[src/rtl/seq_div32x16.sv]
// seq_div32x16 -- radix-2 restoring divider, 32-bit dividend by 16-bit divisor.
// Each operand is signed or unsigned per its own flag. Latency is a fixed 34 edges.
// The operation is accepted at edge k, runs 32 CALC iterations on edges k+1..k+32,
// and the FIX edge k+33 registers the result and pulses DONE for one cycle.
//
// Ports:
//   clk    rising-edge clock
//   IRST   synchronous active-high reset
//   START  request, sampled only while idle
//   ASGND  dividend is signed (1) / unsigned (0)
//   BSGND  divisor is signed (1) / unsigned (0)
//   A      dividend, 32 bits
//   B      divisor, 16 bits
//   BUSY   division in progress
//   DONE   one-cycle completion pulse
//   Q      quotient, 32 bits, truncated toward zero
//   R      remainder, 16 bits, takes the sign of the dividend
//   DIVZ   last result was a divide by zero
//   OVF    last result overflowed the signed quotient range
module seq_div32x16 (
  input  logic        clk,
  input  logic        IRST,
  input  logic        START,
  input  logic        ASGND,
  input  logic        BSGND,
  input  logic [31:0] A,
  input  logic [15:0] B,
  output logic        BUSY,
  output logic        DONE,
  output logic [31:0] Q,
  output logic [15:0] R,
  output logic        DIVZ,
  output logic        OVF
);

  localparam logic [1:0] S_IDLE = 2'd0;
  localparam logic [1:0] S_CALC = 2'd1;
  localparam logic [1:0] S_FIX  = 2'd2;

  // Two's-complement magnitude. The unsigned result width is enough for the
  // most negative value: |-2^31| = 2^31 and |-2^15| = 2^15 are exact.
  function automatic logic [31:0] mag32(input logic [31:0] v, input logic sgn);
    logic signed [31:0] sv;
    sv = v;
    return (sgn && sv[31]) ? (~v + 32'd1) : v;
  endfunction

  function automatic logic [15:0] mag16(input logic [15:0] v, input logic sgn);
    logic signed [15:0] sv;
    sv = v;
    return (sgn && sv[15]) ? (~v + 16'd1) : v;
  endfunction

  function automatic logic [31:0] neg32(input logic [31:0] v, input logic en);
    return en ? (~v + 32'd1) : v;
  endfunction

  function automatic logic [15:0] neg16(input logic [15:0] v, input logic en);
    return en ? (~v + 16'd1) : v;
  endfunction

  // Signed overflow of the final quotient: a negative result cannot exceed
  // 2^31 in magnitude; a positive result from two signed operands cannot
  // exceed 2^31-1. Unsigned-by-unsigned can never overflow.
  function automatic logic ovf_chk(input logic [31:0] mag, input logic neg,
                                   input logic both_sgn);
    return (neg && (mag > 32'h8000_0000)) || (!neg && both_sgn && mag[31]);
  endfunction

  logic [1:0]  state;
  logic [4:0]  cnt;

  // Datapath state, captured at accept and free of reset.
  logic [31:0] quo;      // dividend bits shift out of the top, quotient bits in at the bottom
  logic [15:0] rem;      // partial remainder, always < |B|
  logic [15:0] bmag;
  logic [15:0] a_lo;     // raw A[15:0], returned as R on divide by zero
  logic        q_neg;
  logic        r_neg;
  logic        both_sgn;
  logic        divz_c;

  // One restoring iteration.
  logic [16:0] shl;
  logic [15:0] diff;
  logic        borrow;
  logic [15:0] rem_nxt;
  logic        qbit;

  always_comb begin
    shl     = {rem, quo[31]};
    borrow  = (shl < {1'b0, bmag});
    // When no borrow occurs the true difference is below |B|, so 16 bits hold it.
    diff    = shl[15:0] - bmag;
    rem_nxt = borrow ? shl[15:0] : diff;
    qbit    = ~borrow;
  end

  // Control: state, counter and architectural outputs.
  always_ff @(posedge clk) begin
    if (IRST) begin
      state <= S_IDLE;
      cnt   <= 5'd0;
      BUSY  <= 1'b0;
      DONE  <= 1'b0;
      Q     <= 32'd0;
      R     <= 16'd0;
      DIVZ  <= 1'b0;
      OVF   <= 1'b0;
    end else begin
      DONE <= 1'b0;
      case (state)
        S_IDLE: begin
          if (START) begin
            state <= S_CALC;
            cnt   <= 5'd31;
            BUSY  <= 1'b1;
          end
        end
        S_CALC: begin
          cnt <= cnt - 5'd1;
          if (cnt == 5'd0) state <= S_FIX;
        end
        S_FIX: begin
          if (divz_c) begin
            Q    <= 32'hFFFF_FFFF;
            R    <= a_lo;
            DIVZ <= 1'b1;
            OVF  <= 1'b0;
          end else begin
            Q    <= neg32(quo, q_neg);
            R    <= neg16(rem, r_neg);
            DIVZ <= 1'b0;
            OVF  <= ovf_chk(quo, q_neg, both_sgn);
          end
          DONE  <= 1'b1;
          BUSY  <= 1'b0;
          state <= S_IDLE;
        end
        default: begin
          state <= S_IDLE;
          BUSY  <= 1'b0;
        end
      endcase
    end
  end

  // Datapath: operands are captured only on the accept edge, so later input
  // changes have no effect on the running division.
  always_ff @(posedge clk) begin
    if (state == S_IDLE && START) begin
      quo      <= mag32(A, ASGND);
      bmag     <= mag16(B, BSGND);
      rem      <= 16'd0;
      a_lo     <= A[15:0];
      q_neg    <= (ASGND & A[31]) ^ (BSGND & B[15]);
      r_neg    <= ASGND & A[31];
      both_sgn <= ASGND & BSGND;
      divz_c   <= (B == 16'd0);
    end else if (state == S_CALC) begin
      rem <= rem_nxt;
      quo <= {quo[30:0], qbit};
    end
  end

endmodule

[config.mk]
export PLATFORM = sky130hd
export DESIGN_NAME = seq_div32x16
export DESIGN_NICKNAME = d
export VERILOG_FILES = /design/src/rtl/seq_div32x16.sv
export SDC_FILE = /design/constraint.sdc
export NUM_CORES = 1
export LEC_CHECK = 0
export CAP_MARGIN = 40
export CORE_MARGIN = 2
export CORE_UTILIZATION = 56
export DETAILED_ROUTE_END_ITERATION = 16
export PLACE_DENSITY_LB_ADDON = 0.25
export SYNTH_ARGS = -nofsm -noshare
export SYNTH_HDL_FRONTEND = slang
export SYNTH_SLANG_ARGS = --single-unit
export TNS_END_PERCENT = 30
[constraint.sdc]
create_clock -name clk -period 3.5 [get_ports clk]
set_input_delay 0.525 -clock clk [delete_from_list [all_inputs] [get_ports clk]]
set_output_delay 0.525 -clock clk [all_outputs]
set_load 0.01 [all_outputs]
# --- Word-level counts from Yosys, hierarchy flattened ---
# Index checks and enable logic that the tools add are counted.
totals:
  regBits: 143
  input_bits: 53
  output_inout_bits: 52
  elab_cells: 73
op_classes:
  addsub: 6
  n_lt_le_gt_ge: 2
  n_eq_ne: 4
  muxes: 19
  bitwise_logic: 10
  n_reduce_logical: 16
ops:
  columns: ["cell", "n"]
  rows:
  - ["2-to-1 mux 32 bit", 5]
  - ["adder 32 x 1 -> 32 bit, second input constant", 2]
  - ["2-to-1 mux 16 bit", 4]
  - ["inverter 32 bit", 2]
  - ["adder 16 x 1 -> 16 bit, second input constant", 2]
  - ["> comparator 32 bit, second input constant", 1]
  - ["inverter 16 bit", 2]
  - ["< comparator 17 x 16 -> 1 bit", 1]
  - ["logical NOT 16 bit", 1]
  - ["subtractor 16 bit", 1]
  - ["case mux 5 bit (2 select lines)", 1]
  - ["logical AND 1 bit", 6]
  - ["AND reduction 2 bit", 3]
  - ["logical NOT 5 bit", 1]
  - ["2-to-1 mux 5 bit", 1]
  - ["subtractor 5 x 1 -> 5 bit, second input constant", 1]
  - ["2-to-1 mux 1 bit", 4]
  - ["2-to-1 mux 2 bit", 2]
  - ["inequality test 2 bit, second input constant", 2]
  - ["case mux 2 bit (2 select lines)", 1]
  - ["nonzero test 2 bit", 2]
  - ["bitwise AND 1 bit", 3]
  - ["equality test 2 x 1 -> 1 bit, second input constant", 1]
  - ["equality test 2 bit, second input constant", 1]
  - ["other kinds (6)", 7]

# --- Depth between registers and ports, before layout ---
# Gate-level depths: netlist of run 1.
logic_depth:
  ltp_word: 5
  depth_mapped: 11

# --- Least setup slack after synthesis of run 1 ---
# Ideal clock, no wire load.
synth_timing:
  path_type: "input -> register"
  start: "in START"
  end: "reg quo[22], data pin"
  setup_ns: 0.324
  arrival_time_ns: 2.674
  setup_slack_ns: 0.502
  path_stages: 4
  n_path_buf: 2
  cell_sequence: "nor3b_1 > clkbuf_1 > clkbuf_1 > a21oi_1"
synth_between:
  elab_chain_cells: 2
synth_lines:
  columns: ["element", "line_no", "text"]
  rows:
  - ["from (decl)", "23", "input logic START,"]
  - ["logical AND 1 bit", "151", "if (state == S_IDLE && START) begin"]
  - ["2-to-1 mux 32 bit", "151", null]
  - ["to (signal assigned)", "152", "quo <= mag32(A, ASGND);"]
  - ["to (signal assigned)", "162", "quo <= {quo[30:0], qbit};"]
  - ["to (decl)", "74", "logic [31:0] quo;"]
# No other way between the ends.
# A chain may end at the register's enable or synchronous reset.

# --- Worst setup path after layout of run 1 ---
layout_timing:
  start: "in A[6]"
  end: "reg quo[26], data pin"
layout_between:
  elab_chain_cells: 4
layout_lines:
  columns: ["element", "line_no", "text"]
  rows:
  - ["from (decl)", "26", "input logic [31:0] A,"]
  - ["inverter 32 bit", "45", "return (sgn && sv[31]) ? (~v + 32'd1) : v;"]
  - ["adder 32 x 1 -> 32 bit", "45", null]
  - ["2-to-1 mux 32 bit", "45", null]
  - ["2-to-1 mux 32 bit", "151", null]
# No other way between the ends.

==> run summary, run 1 <==
Outcome: completed
Fin Clk Skew: 0.00839 ns
PortBufs: 104
TritonRoute pass-1 iters: 5
Pwr/cell area: 498 nW/um^2
Hold endpoint: R[12]$_SDFFE_PP0P_
Register area share after synthesis: 45.1%
Largest cells by area after synthesis: edfxtp_1 26%, dfxtp_1 19%, xor2_1 7.9%, a21oi_1 6.1%, o21ai_0 4.8%
Die width: 123 um
Post-Syn Area: 7870 um^2
Met1 Track Usage GR: 36.2%
Hold crit path type: register to register
Placed Cells: 1117
Layout Nets: 1032
Req. time, crit path: 3.66 ns
Area after DPL: 9130 um^2
Largest net degree at the start of global routing: 105
Die height: 123 um
Non-filler instance count after layout: 1149
Resize count post-CTS: 0
Flop-to-flop setup slack: 0.69 ns
Seq. cell area: 3540 um^2
Peak supply drop: 0.380 mV
Clock Sink Count: 143
Worst path slowest cell: or4_1
Post-DR vias/cell: 5.94
Crit path kind: input pin to register
Crit-path max FO: 4
CTS Buffer Depth: 2
Synth top area share: 26.0%
CP delay by family, top: simple AND/OR/NAND/NOR gates
Count of flip-flops with a built-in enable after synthesis: 68
Cell taking the most area after synthesis: edfxtp_1
GRT met2 Usage: 41.8%
First-pass GRT wire length: 30900 um
F_max: 0.352 GHz
GRT busiest layer: met2
Met3 Use GR: 6.97%
Startpoint types: input pin
Core area: 13800 um^2
CP Capture Type: register
FF-to-FF End: rem[12]$_SDFFE_PP0P_
Final Setup Violations: 0
Multi-input logic area: 4020 um^2
Dominant synthesized flop cell: dfxtp_1
Avg Cell Area, Syn: 9.11 um^2
Final ANT Viol Nets: 0
RR Startpoint: quo[31]$_DFFE_PP_
RSZ-0062 raised after global routing: no
HPWL Detailed: 13700 um
Initial drt markers: 667
Antenna violations before repair: 0
DRC: 0
Hold_buf cts: 0
Layout cells sized above 1: 6.09%
Pleak: 3.64 nW
Final setup TNS: 0 ns
Clk slew on worst S/H paths: 0.06 ns
P&R area growth vs syn: 24.2%
Max_cap viols: 0
CTS Root Cell: clkbuf_16
CTS buffer count: 17
Initial Utilization: 57.1%
Min-Delay Startpoint: R[12]$_SDFFE_PP0P_
Post-CTS Setup Bufs: 0
TritonCTS clock tree: built
Diodes inserted: 0
FP Rows: 43
Fin crit period: 2.84 ns
Syn Nets: 939
CTS HTree Levels: 4
Worst-skew pair later-pin latency: 0.43 ns
Library cells used by synthesis: 58
# IOs: 105
Yosys warnings: 0
GP Congestion: 0.878
Tcrit/Tclk final: 81.2%
Crit-path max cell delay: 0.67 ns
Arrival @ worst endpoint: 3.00 ns
Worst slew pin tran: 0.881 ns
Global Route Usage Sum: 26.6%
Final WL: 19400 um
Worst Path Buf+Inv: 1
Yosys reg bits: 143
Hold path depth: 2
Die Area: 15000 um^2
Synth Instances: 863
Post-route cell area: 9770 um^2
Vias in the first global route: 6145
Grt total ovfl: 0
Max-slew headroom: 41.2%
Vias: 6826
FF-to-FF path depth: 11
CP Cell Sequence: clkdlybuf4s50_1 > or4_1 > nor3_1 > nand4_1 > or2_2 > o41ai_1 > xor2_1 > a21oi_1
FFs w/ async S/R, synth: 0%
Fillcell total: 1083
Wire per inst: 16.9 um
Max-slew violation count: 0
Final Hold Viols: 0
==> placed cells by master (no fill, tap or decap), types with 2 or more instances in the layout <==
cell,synthesis,routed
a311oi_1,7,7
clkbuf_16,0,18
o22ai_1,2,2
nand3_1,7,7
clkdlybuf4s50_1,0,104
o211ai_1,11,11
nand2b_1,7,7
a31oi_1,11,11
or2_2,5,5
clkbuf_8,0,2
xor2_1,71,71
dfxtp_1,75,75
nand2_1,73,73
a21oi_1,96,96
o21ai_0,75,75
buf_4,0,13
or3_1,11,11
clkinvlp_4,0,2
o31ai_1,17,17
or4_4,2,2
a21boi_0,2,2
a21o_1,5,5
inv_1,38,38
clkinv_1,0,4
ha_1,22,22
nand3b_1,3,3
xnor2_1,27,27
a22o_1,2,2
nor2_1,81,81
nor2b_1,4,3
mux2_2,2,2
nor3_1,18,18
edfxtp_1,68,68
or4_1,6,6
and4_1,2,2
mux2i_1,18,18
a211oi_1,7,7
bufinv_16,0,4
o41ai_1,11,11
nor4_1,8,8
==> registers in the layout, summed over array words and instances (netlist names) <==
| register | flops |
|---|---|
| rem | 16 |
| BUSY | 1 |
| bmag | 16 |
| R | 16 |
| cnt | 5 |
| quo | 32 |
| state | 2 |
| r_neg | 1 |
| divz_c | 1 |
| Q | 32 |
| DIVZ | 1 |
| OVF | 1 |
| q_neg | 1 |
| DONE | 1 |
| a_lo | 16 |
| both_sgn | 1 |
==> cells in the mapped netlist (all sizes together) (3+ instances only) <==
library cell	instances
mux2i	18
a21oi	97
a211oi	7
o21ai	76
a31oi	11
inv	38
a311oi	7
o41ai	11
edfxtp	68
ha	22
nand3b	3
buf	7
nor3	18
a21o	5
o211ai	11
xnor2	27
nand2b	7
nor2b	4
or4	8
o31ai	17
or3	12
nand2	73
nand3	7
xor2	71
nor2	81
nor4	8
clkbuf	39
dfxtp	75
or2	5
==> cell families after synthesis <==
group                    after synthesis  share of synthesized area (%)
AO/OA/AOI/OAI                        257                           19.4
AND/OR/NAND/NOR                      238                           14.3
flip-flops                           143                           45.1
XOR/XNOR                              98                           10.9
buffers and inverters                 84                           4.02
adder cells (fa/ha/maj)               23                           3.75
multiplexers                          20                           2.58
==> how the worst max path moves through the flow <==
stage	from	to	slack (ns)	depth (start not counted)
2_1_floorplan	START	quo[22]$_DFFE_PP_	0.50	4
3_3_place_gp	A[12]	quo[26]$_DFFE_PP_	0.32	8
3_5_place_dp	A[12]	quo[26]$_DFFE_PP_	0.29	8
4_1_cts	quo[31]$_DFFE_PP_	rem[12]$_SDFFE_PP0P_	0.70	11
5_1_grt	A[11]	quo[26]$_DFFE_PP_	0.49	8
6_report	A[6]	quo[26]$_DFFE_PP_	0.66	8
==> final cells by class <==
| class | count | area share [%] |
|---|---|---|
| clock inverter | 11 | 1.63 |
| multi-input combinational | 636 | 41.1 |
| timing repair buffer | 120 | 12.3 |
| clock buffer | 21 | 4.93 |
| tap | 180 | 2.31 |
| sequential | 143 | 36.3 |
| inverter | 38 | 1.46 |
==> per-layer routing <==
layer	wire [um]	part of all wire (%)	vias up
li1	-	-	3292
met1	8450	43	3215
met2	8920	46	289
met3	1730	8.9	30
met4	341	1.8	0
met5	0	0	-
==> report_power, final <==
group | internal, W | switching, W | total [W] | leakage [nW]
clock | 0.00126 | 0.000683 | 0.00195 | 0.305
sequential | 0.00193 | 0.000132 | 0.00206 | 1.26
combinational | 0.000367 | 0.000482 | 0.000849 | 2.07
==> per-stage QoR <==
step / hold slack [ns] / setup slack (ns) / util, % / total power [W]
after floorplan: 0.434 / 0.502 / - / 0.00262
after global placement: 0.438 / 0.324 / 65.9 / 0.00290
after detailed placement: 0.448 / 0.286 / 66.3 / 0.00293
after CTS: 0.455 / 0.696 / 70.9 / 0.00486
after global routing: 0.469 / 0.489 / 70.9 / 0.00506
final: 0.451 / 0.657 / 70.9 / 0.00486
==> worst reg2reg max path, cell delays in order (launching register included) <==
cell and delay, ns:
edfxtp_1 0.38, inv_1 0.14, ha_1 0.20, inv_1 0.06, fa_1 0.39, a21o_1 0.22
a221oi_1 0.42, o21ai_0 0.21, a311oi_1 0.29, nor3b_1 0.11, o211ai_1 0.19, nand3_1 0.09
Power figures use the tool's default switching activity.
==> run 2: changes to the inputs <==
Clock period 3.5 ns to 2.7 ns, I/O delays scaled along.
==> run 2 against run 1 <==
The flow now finishes with violations (negative setup slack). Combinational power grew 46%. Global-route usage increased by 0.44 points. Die area unchanged. Worst setup slack got worse by 0.68 ns. Final cell count rose by 4.2%. Clock power is 10% higher. Worst hold slack improved by 0.00090 ns. Largest power group unchanged.
==> run summary, run 2 (synthesis gave the netlist of run 1 again) <==
FP Rows: 43 (unchanged)
Final Setup Violations: 1 (+1)
Core area: 13800 um^2 (unchanged)
Outcome: finished, violations left
Pwr/cell area: 599 nW/um^2 (+20%)
Hold endpoint: R[8]$_SDFFE_PP0P_
Post-CTS Setup Bufs: 0 (unchanged)
Antenna violations before repair: 0 (unchanged)
CTS buffer count: 17 (unchanged)
Largest registers: Q (32), quo (32)
Design Power: 0.00604 W (+24%)
Max-slew violation count: 0 (unchanged)
Min-Delay Startpoint: R[8]$_SDFFE_PP0P_
Hold crit path type: register to register
Psw: 0.00169 W (+30%)
Final worst slack: -0.0229 ns (-0.680 ns)
TritonCTS clock tree: built
Clock power share: 35.6% (-4.5 points)
TritonRoute pass-1 iters: 5 (unchanged)
Diodes inserted: 0 (unchanged)
Vias: 6887 (+0.89%)
Max_cap viols: 0 (unchanged)
P_int: 0.00435 W (+22%)
Layout Nets: 1080 (+4.7%)
Arrival @ worst endpoint: 3.03 ns (+0.03 ns)
Wire per inst: 16.6 um (-1.8%)
F_max: 0.367 GHz
CTS HTree Levels: 4 (unchanged)
Critical path launch point: quo[21]$_DFFE_PP_
# IOs: 105 (unchanged)
Die Area: 15000 um^2 (unchanged)
Commonest non-fill, non-tap cell in the layout: clkdlybuf4s50_1
Sequential power share: 43.9% (+1.4 points)
CP Cell Sequence: or3_4 > or4_4 > or4_4 > or4_4 > o21ai_2 > xnor2_1 > a21oi_1
CTS Buffer Depth: 2 (unchanged)
Failing checks: negative setup slack
Flop-to-flop setup slack: -0.02 ns (-0.71 ns)
Initial drt markers: 495 (-26%)
Grt total ovfl: 0 (unchanged)
Final setup TNS: -0.0229 ns (-0.0229 ns)
Die height: 123 um (unchanged)
FF-to-FF path depth: 7 (-4)
PortBufs: 104 (unchanged)
Fillcell total: 1039 (-4.1%)
Vias in the first global route: 6472 (+5.3%)
Most frequent cells in the layout: 104 x clkdlybuf4s50_1, 96 x a21oi_1, 81 x nor2_1
Crit-path max FO: 4 (unchanged)
Pleak: 3.85 nW (+5.9%)
Most used cell along the critical path: or4_4
Initial Utilization: 57.1% (unchanged)
Crit path kind: register to register
First-pass GRT wire length: 31400 um (+1.5%)
Tcrit/Tclk final: 101%
Req. time, crit path: 3.00 ns (-0.66 ns)
Fin Clk Skew: 0.00673 ns (-0.00166 ns)
CTS Root Cell: clkbuf_16
RR Startpoint: quo[21]$_DFFE_PP_
Crit-path max cell delay: 0.46 ns (-0.21 ns)
Clock Sink Count: 143 (unchanged)
Gate power share: 20.5% (+3.0 points)
Global Route Usage Sum: 27.1% (+0.44 points)
GP Congestion: 0.877 (-0.11%)
DRC: 0 (unchanged)
Clk slew on worst S/H paths: 0.06 ns (about the same)
HPWL Detailed: 14100 um (+3.5%)
Peak supply drop: 0.486 mV (+28%)
RSZ-0062 raised after global routing: yes
Final ANT Viol Nets: 0 (unchanged)
Final Hold Viols: 0 (unchanged)
Worst path slowest cell: or4_4
Worst slew pin tran: 0.853 ns (-0.0281 ns)
Layout cells sized above 1: 11.1% (+5.0 points)
P&R area growth vs syn: 28.3%
Post-DR vias/cell: 5.75 (-3.2%)
Largest net degree at the start of global routing: 57 (-46%)
CP Capture Type: register
Worst-skew pair later-pin latency: 0.43 ns (about the same)
Die width: 123 um (unchanged)
Fin crit period: 2.72 ns
Max-slew headroom: 43.1% (+1.9 points)
Final WL: 19900 um (+2.3%)
FF-to-FF End: Q[31]$_SDFFE_PP0P_
Hold path depth: 2 (unchanged)
Startpoint types: register
Switching Fraction: 27.9% (+1.2 points)
-- run 2: changes by cell type in the layout (fill, tap and decap cells not counted), moves of 3 or more --
| cell | previous run | this run |
|---|---|---|
| o41ai_2 | 0 | 4 |
| clkinv_2 | 0 | 3 |
| buf_12 | 1 | 4 |
| o41ai_1 | 11 | 7 |
| bufinv_16 | 4 | 0 |
| or4_1 | 6 | 3 |
| or4_4 | 2 | 5 |
| buf_4 | 13 | 60 |
| clkbuf_1 | 1 | 5 |
-- run 2: repair_timing --
action,CTS,global route
cloned,0,0
setup endpoints to repair,2,12
gates resized for setup,0,8
hold buffers,0,0
pin swaps,0,1
-- run 2: area by class of cell --
cell class | instances | area, um^2 | share of cell area (%)
Inverter | 38 | 143 | 1.41
Timing Repair Buffer | 168 | 1570 | 15.6
Clock inverter | 6 | 31.3 | 0.310
Clock buffer | 26 | 510 | 5.06
Tap cell | 180 | 225 | 2.23
Multi-Input combinational cell | 636 | 4070 | 40.3
Sequential cell | 143 | 3540 | 35.1
-- run 2: metrics by stage --
step                utilization [%]  area (um^2)  instances  setup WS [ns]  hold slack (ns)
CTS                            72.9        10000       1197       -0.00246            0.453
global placement               69.0         9500       1165         -0.274            0.439
finish                         73.3        10100       1197        -0.0229            0.452
detailed placement             69.0         9500       1165         -0.292            0.445
global route                   73.3        10100       1197        -0.0749            0.480
floorplan                         -         7870        863          0.136            0.434
-- run 2: how the worst max path moves through the flow --
stage	end	slack (ns)
after detailed placement	quo[26]$_DFFE_PP_	-0.29
final	Q[31]$_SDFFE_PP0P_	-0.02
after CTS	Q[24]$_SDFFE_PP0P_	-0.002
after global placement	quo[26]$_DFFE_PP_	-0.27
after global routing	rem[14]$_SDFFE_PP0P_	-0.07
after floorplan	Q[31]$_SDFFE_PP0P_	0.14
-- run 2: per-layer routing --
| layer | vias up | global-route usage (%) | share of wire [%] |
|---|---|---|---|
| met3 | 27 | 4.60 | 6.7 |
| met1 | 3199 | 35.7 | 44 |
| met2 | 273 | 45.0 | 47 |
| li1 | 3388 | - | - |
| met5 | - | 0 | 0 |
| met4 | 0 | 9.63 | 1.8 |
-- run 2: critical path: cells and delay by family, from the launching register on --
family	cells	cell delay (ns)
and+or+nand+nor	4	1.80
xor gates and xnor gates	1	0.16
DFF	1	0.39
AOI/OAI and AO/OA	2	0.24
-- run 2: power groups by stage --
stage	Sequential, W	Combinational [W]	Clock, W
4_1_cts	0.00264	0.00123	0.00216
3_3_place_gp	0.00268	0.00119	0
3_5_place_dp	0.00269	0.00121	0
6_report	0.00265	0.00124	0.00215
2_1_floorplan	0.00267	0.000729	0
5_1_grt	0.00267	0.00136	0.00224
